**src/rtl/proc_itr_ctrl.sv**
```systemverilog
// proc_itr_ctrl: edge-capturing interrupt controller for proc_fx.
// Runs issue -> ID read (ack) -> EOI write, one itr pulse per event.
//
// Ports:
//   clk, rst          clock, synchronous active-high reset
//   irq_src[NSRC]     level interrupt sources, synchronous to clk
//   io_out, addr_out  processor output data / address
//   out_en            processor output strobe (mask write, EOI)
//   addr_in, req_in   processor input address / strobe (ID read)
//   itr               one-cycle interrupt pulse to the core
//   rd_data           ID word for the external io_in mux
//   rd_sel            high when addr_in selects the ID register
module proc_itr_ctrl #(
    parameter int NUBITS   = 16,
    parameter int NSRC     = 4,
    parameter int NUIOIN   = 2,
    parameter int NUIOOU   = 2,
    parameter int ADDR_ID  = 0,
    parameter int ADDR_MSK = 0,
    parameter int ADDR_EOI = 1,
    localparam int AIW = (NUIOIN > 1) ? $clog2(NUIOIN) : 1,
    localparam int AOW = (NUIOOU > 1) ? $clog2(NUIOOU) : 1
) (
    input  logic              clk,
    input  logic              rst,
    input  logic [NSRC-1:0]   irq_src,
    input  logic [NUBITS-1:0] io_out,
    input  logic [AOW-1:0]    addr_out,
    input  logic              out_en,
    input  logic [AIW-1:0]    addr_in,
    input  logic              req_in,
    output logic              itr,
    output logic [NUBITS-1:0] rd_data,
    output logic              rd_sel
);

    localparam int CW = (NSRC > 1) ? $clog2(NSRC) : 1;

    localparam logic [AIW-1:0] A_ID  = AIW'(ADDR_ID);
    localparam logic [AOW-1:0] A_MSK = AOW'(ADDR_MSK);
    localparam logic [AOW-1:0] A_EOI = AOW'(ADDR_EOI);

    typedef enum logic [1:0] {
        IDLE  = 2'd0,
        ISSUE = 2'd1,
        WACK  = 2'd2,
        WEOI  = 2'd3
    } state_t;

    state_t state, state_nxt;

    logic [NSRC-1:0] prev;
    logic [NSRC-1:0] pend;
    logic [NSRC-1:0] msk;
    logic [CW-1:0]   cur;

    logic [NSRC-1:0] edges;
    logic [NSRC-1:0] elig;
    logic [NSRC-1:0] clr;
    logic [CW-1:0]   win;
    logic            any;
    logic            id_rd;
    logic            msk_wr;
    logic            eoi_wr;

    // Upper data bits are not used by the mask; EOI data is ignored.
    logic unused_io;
    assign unused_io = ^io_out[NUBITS-1:NSRC];

    assign edges  = irq_src & ~prev;
    assign elig   = pend & msk;
    assign any    = |elig;
    assign id_rd  = req_in && (addr_in == A_ID);
    assign msk_wr = out_en && (addr_out == A_MSK);
    assign eoi_wr = out_en && (addr_out == A_EOI);

    // Fixed priority: scan downward so the lowest index wins.
    always_comb begin
        win = '0;
        for (int i = NSRC - 1; i >= 0; i--) begin
            if (elig[i]) begin
                win = CW'(i);
            end
        end
    end

    // Only a real acknowledge retires the pending bit; an edge in
    // the same cycle re-sets it below.
    always_comb begin
        clr = '0;
        if (state == WACK && id_rd) begin
            clr = NSRC'(1) << cur;
        end
    end

    // State register
    always_ff @(posedge clk) begin
        if (rst) begin
            state <= IDLE;
        end else begin
            state <= state_nxt;
        end
    end

    // Next-state logic
    always_comb begin
        state_nxt = state;
        unique case (state)
            IDLE: begin
                if (any) begin
                    state_nxt = ISSUE;
                end
            end
            ISSUE: begin
                state_nxt = WACK;
            end
            WACK: begin
                if (id_rd) begin
                    state_nxt = WEOI;
                end else if (eoi_wr) begin
                    state_nxt = IDLE;
                end
            end
            WEOI: begin
                if (eoi_wr) begin
                    state_nxt = IDLE;
                end
            end
            default: begin
                state_nxt = IDLE;
            end
        endcase
    end

    // Outputs
    always_comb begin
        itr     = 1'b0;
        rd_data = {1'b1, {(NUBITS - 1){1'b0}}};
        rd_sel  = (addr_in == A_ID);
        unique case (state)
            IDLE: begin
                itr = 1'b0;
            end
            ISSUE: begin
                itr = 1'b1;
            end
            WACK, WEOI: begin
                rd_data = NUBITS'(cur);
            end
            default: begin
                itr = 1'b0;
            end
        endcase
    end

    // Datapath: edge history, pending, mask, in-service index
    always_ff @(posedge clk) begin
        if (rst) begin
            prev <= '0;
            pend <= '0;
            msk  <= '1;
            cur  <= '0;
        end else begin
            prev <= irq_src;
            pend <= (pend & ~clr) | edges;
            if (msk_wr) begin
                msk <= io_out[NSRC-1:0];
            end
            if (state == IDLE && any) begin
                cur <= win;
            end
        end
    end

endmodule

```
**config.mk**
```make
export PLATFORM = sky130hd
export DESIGN_NAME = proc_itr_ctrl
export DESIGN_NICKNAME = d
export VERILOG_FILES = /design/src/rtl/proc_itr_ctrl.sv
export SDC_FILE = /design/constraint.sdc
export NUM_CORES = 1
export LEC_CHECK = 0
export ABC_AREA = 1
export CAP_MARGIN = 20
export CORE_MARGIN = 8
export CORE_UTILIZATION = 37
export DETAILED_ROUTE_END_ITERATION = 8
export MAX_ROUTING_LAYER = met4
export PLACE_DENSITY = 0.81
export SETUP_SLACK_MARGIN = 0.4
export SLEW_MARGIN = 10
export SYNTH_ARGS = -nofsm -noshare
export SYNTH_HDL_FRONTEND = slang
export SYNTH_SLANG_ARGS = --single-unit
export TNS_END_PERCENT = 50
```
**constraint.sdc**
```tcl
create_clock -name clk -period 1.4 [get_ports clk]
set_clock_uncertainty 0.15 [all_clocks]
set_input_delay 0.35 -clock clk [delete_from_list [all_inputs] [get_ports clk]]
set_output_delay 0.35 -clock clk [all_outputs]
set_load 0.03 [all_outputs]
```
==> impl.org <==
** Critical path
- Largest delay share family, worst path :: flip-flops
- CP max stage delay :: around 430 ps
- Traced cell by cell, the critical path runs through nand2_8, inv_6, buf_6.
- Reg-to-reg startpoint :: state[1]
- Worst setup path startpoint :: state[0]
- Largest fanout on the critical path :: 4
- Bufs and invs on worst path :: 2
- Data arrival time of the critical path :: 950 ps
- STA classifies the critical path startpoint as a register.
- Data on the critical path is required at its endpoint by 900 ps.
- Start-to-end type of the worst setup path :: reg2out
- Standard cell with the maximum stage delay on the critical path :: sky130_fd_sc_hd__dfxtp_2
- Endpoint class of the critical path :: primary output

** Power
- Net Switching :: 455 uW
- Power share of the sequential group :: between 40% and 50%
- Total internal power :: roughly 850 uW
- In this run the static leakage power is approximately 0.00059 uW.
- Power density over the cells :: about 1200 nW/um2
- Fraction of power spent switching nets :: between 30% and 40%
- In this run, the combinational gates consume 33.2% of the power.
- Highest ir drop seen on vdd :: roughly 0.62 mV
- The clock network burns 23.3% of the power.

** Final layout
- Final standard cell count with taps included and fillers excluded :: about 170
- Cells with a size suffix above 1 make up 21.2% of the layout.
- In the layout the commonest cells are sky130_fd_sc_hd__nand2_1 (37), sky130_fd_sc_hd__inv_1 (14), sky130_fd_sc_hd__dfxtp_1 (14).
- After filler insertion, the fill cell instance count of the layout stands at about 220.
- The area growth from synthesis to layout is 36.0%.
- Core utilization of the finished layout :: between 50 and 60%
- The number of antenna diodes in the final layout is 0.
- Leaving out fill and tap cells, the most frequent cell in the layout is sky130_fd_sc_hd__nand2_1.
- Number of nets at the end of the flow :: about 170

** Floorplanning
- Vertical extent of the die :: about 63 um
- Cell row count :: 17
- For this configuration, the core starts out at a cell density of ~38%.
- Overall die width :: 62.7 um
- The core region is 2130 um2.
- The die covers 3930 um2.
- I/O pin count :: 44

** Global routing
- Via count of the first global-routing pass :: a little over 700
- For this run, global-route usage on met3 was measured as roughly 4.3%.
- Summed over all layers, the global routing overflow is 0.
- The number of antenna violations at the first check in global routing is 0.
- Global-route wire length before repair :: around 2.8 mm
- Met1 Usage GRT :: under 10%
- Pin count of the biggest net entering global routing :: 13
- Overall track demand over capacity in global routing :: 8.75%
- Met2 GRT Util :: around 14%
- met2 is the most crowded layer.

** Min path
- The worst hold path begins at addr_in.
- Hold crit path type :: in2reg

** Routing
- Dividing the detail-routed via count by the number of cells gives between 4 and 5.
- Routed WL per cell :: around 9.2 um
- The final route contains between 700 and 800 vias.
- After the first detailed-routing iteration, the DRC count stood at 12.
- The pre-antenna-repair detailed-routing pass consisted of 4 iterations.
- Remaining DRCs :: 0
- The count of nets left with antenna violations once routing finished came out at 0.
- Detailed-route wire length :: 1.60 mm

** STA
- Setup violations remaining at the end of the flow were counted as 3.
- In the finished design, the share of the clock period the worst path needs comes to 104%.
- Min Tclk post-route :: 1450 ps
- Setup slack after layout :: -51.5 ps
- The count of final max-slew check failures is 0.
- Derived from the worst setup path, the maximum achievable clock frequency is ~0.69 GHz.
- Setup_tns :: -131 ps
- Setup repair after global routing missed its margin :: true
- Total count of hold-check failures in the final report :: 0

** Yosys
- Summed over all instances, the cell type with the most area after synthesis is sky130_fd_sc_hd__dfxtp_1.
- After synthesis the netlist holds a flip-flop and latch count of 16.
- Sorting the synthesized cells by area gives the leading types as sky130_fd_sc_hd__dfxtp_1 (40%), sky130_fd_sc_hd__nand2_1 (18%), sky130_fd_sc_hd__buf_4 (12%), sky130_fd_sc_hd__inv_1 (9.8%), sky130_fd_sc_hd__nand3_1 (7.5%).
- Number of different library cells in the post-synthesis netlist :: 13
- The cell count after synthesis came out at about 120.
- Yosys printed 0 warnings.
- Mean area per synthesized cell :: roughly 6.7 um2
- Post-synthesis cell area :: 806 um2
- Fraction of the yosys area taken by sequential cells :: between 30% and 40%
- Fraction of synthesized cell area taken by the top area cell type :: 39.8%

** Placed design
- Placer Congestion :: approximately 0.75
- Detailed placement ended at an HPWL of roughly 1.3 mm.
- Placed cell count :: 167
- Number of buffer cells added on primary ports :: 18

** Run status
- The flow ran to the end, but the final reports show violations.
- Violations in the final reports :: setup timing

** Clocking
- Buffer levels on the longest clock path :: 2
- In this run the number of H-tree levels came out at 1.
- In this run, CTS created clock tree buffers numbering 3.
- Clock-pin slew on the worst setup and hold paths :: roughly 90 ps
- Total clock sinks :: 16
- Clock tree synthesis selected as its root buffer the cell sky130_fd_sc_hd__clkbuf_4.
- CTS tree :: built
- Number of hold buffers added after CTS :: 0
- Clock Latency Late Sink :: a little under 300 ps

** Job
- Across the run, the number of max-cap violations was 0.
[cell usage after synthesis, drive strengths merged]
cell / n
nand4: 4
buf: 14
dfxtp: 16
o21ai: 1
conb: 1
inv: 22
nand2: 39
nor2: 11
a21oi: 1
nand3: 12
[registers in the layout (all words and copies together) (netlist names)]
register	flops
msk	4
pend	4
prev	4
cur	2
state	2
[logic make-up (layout without fill, tap and decap cells)]
family | Yosys count | after routing | share of synthesized area, %
AND/OR/NAND/NOR | 66 | 66 | 34.8
buffers and inverters | 36 | 49 | 23.8
flip-flops | 16 | 16 | 39.8
AO/OA/AOI/OAI | 2 | 2 | 1.24
other | 1 | 13 | 0.465
[cell type report]
cell class	count	area [um2]	share of cell area, %
well taps	28	35.0	3.20
repair buffers	23	224	20.4
flip-flops and latches	16	325	29.7
inverters	22	103	9.36
clock buffers	4	36.3	3.31
multi-input cells	81	373	34.0
[timing repair]
| item | CTS | global route |
|---|---|---|
| pin swaps | 6 | 6 |
| resized for setup | 24 | 4 |
| buffers inserted | 3 | 0 |
| setup endpoints to repair | 17 | 13 |
[metrics by stage]
stage	power, uW	hold slack, ps	cell area, um2	setup slack (ps)
CTS	1290	246	1080	-59.0
finish	1300	253	1100	-51.5
global route	1380	292	1100	-86.0
detailed placement	946	295	987	-168
floorplan	867	279	878	315
global placement	931	287	987	-153
[tightest hold or removal path: cells and delay by family]
| kind | cells | cell delay [ps] |
|---|---|---|
| buffers and inverters | 1 | 90 |
| and+or+nand+nor | 4 | 230 |
[final timing paths]
kind | endpoint | slack [ps] | depth (start not counted)
setup / recovery | itr | -50 | 3
hold / removal | pend[1] | 250 | 5
hold reg to reg | pend[2] | 310 | 3
setup reg to reg | pend[3] | 190 | 6
[power by group through the flow]
stage | Clock (uW) | Combinational, uW | Sequential, uW
3_3_place_gp | 0 | 358 | 573
2_1_floorplan | 0 | 301 | 566
6_report | 303 | 434 | 568
4_1_cts | 311 | 417 | 564
3_5_place_dp | 0 | 370 | 576
5_1_grt | 324 | 484 | 574
[layer usage]
layer,share of wire (%),routed length [um]
met3,9.1,145
met4,2.3,37
met5,0,0
met1,42,669
met2,47,743
Note: power is estimated with default switching activity, not from simulation.
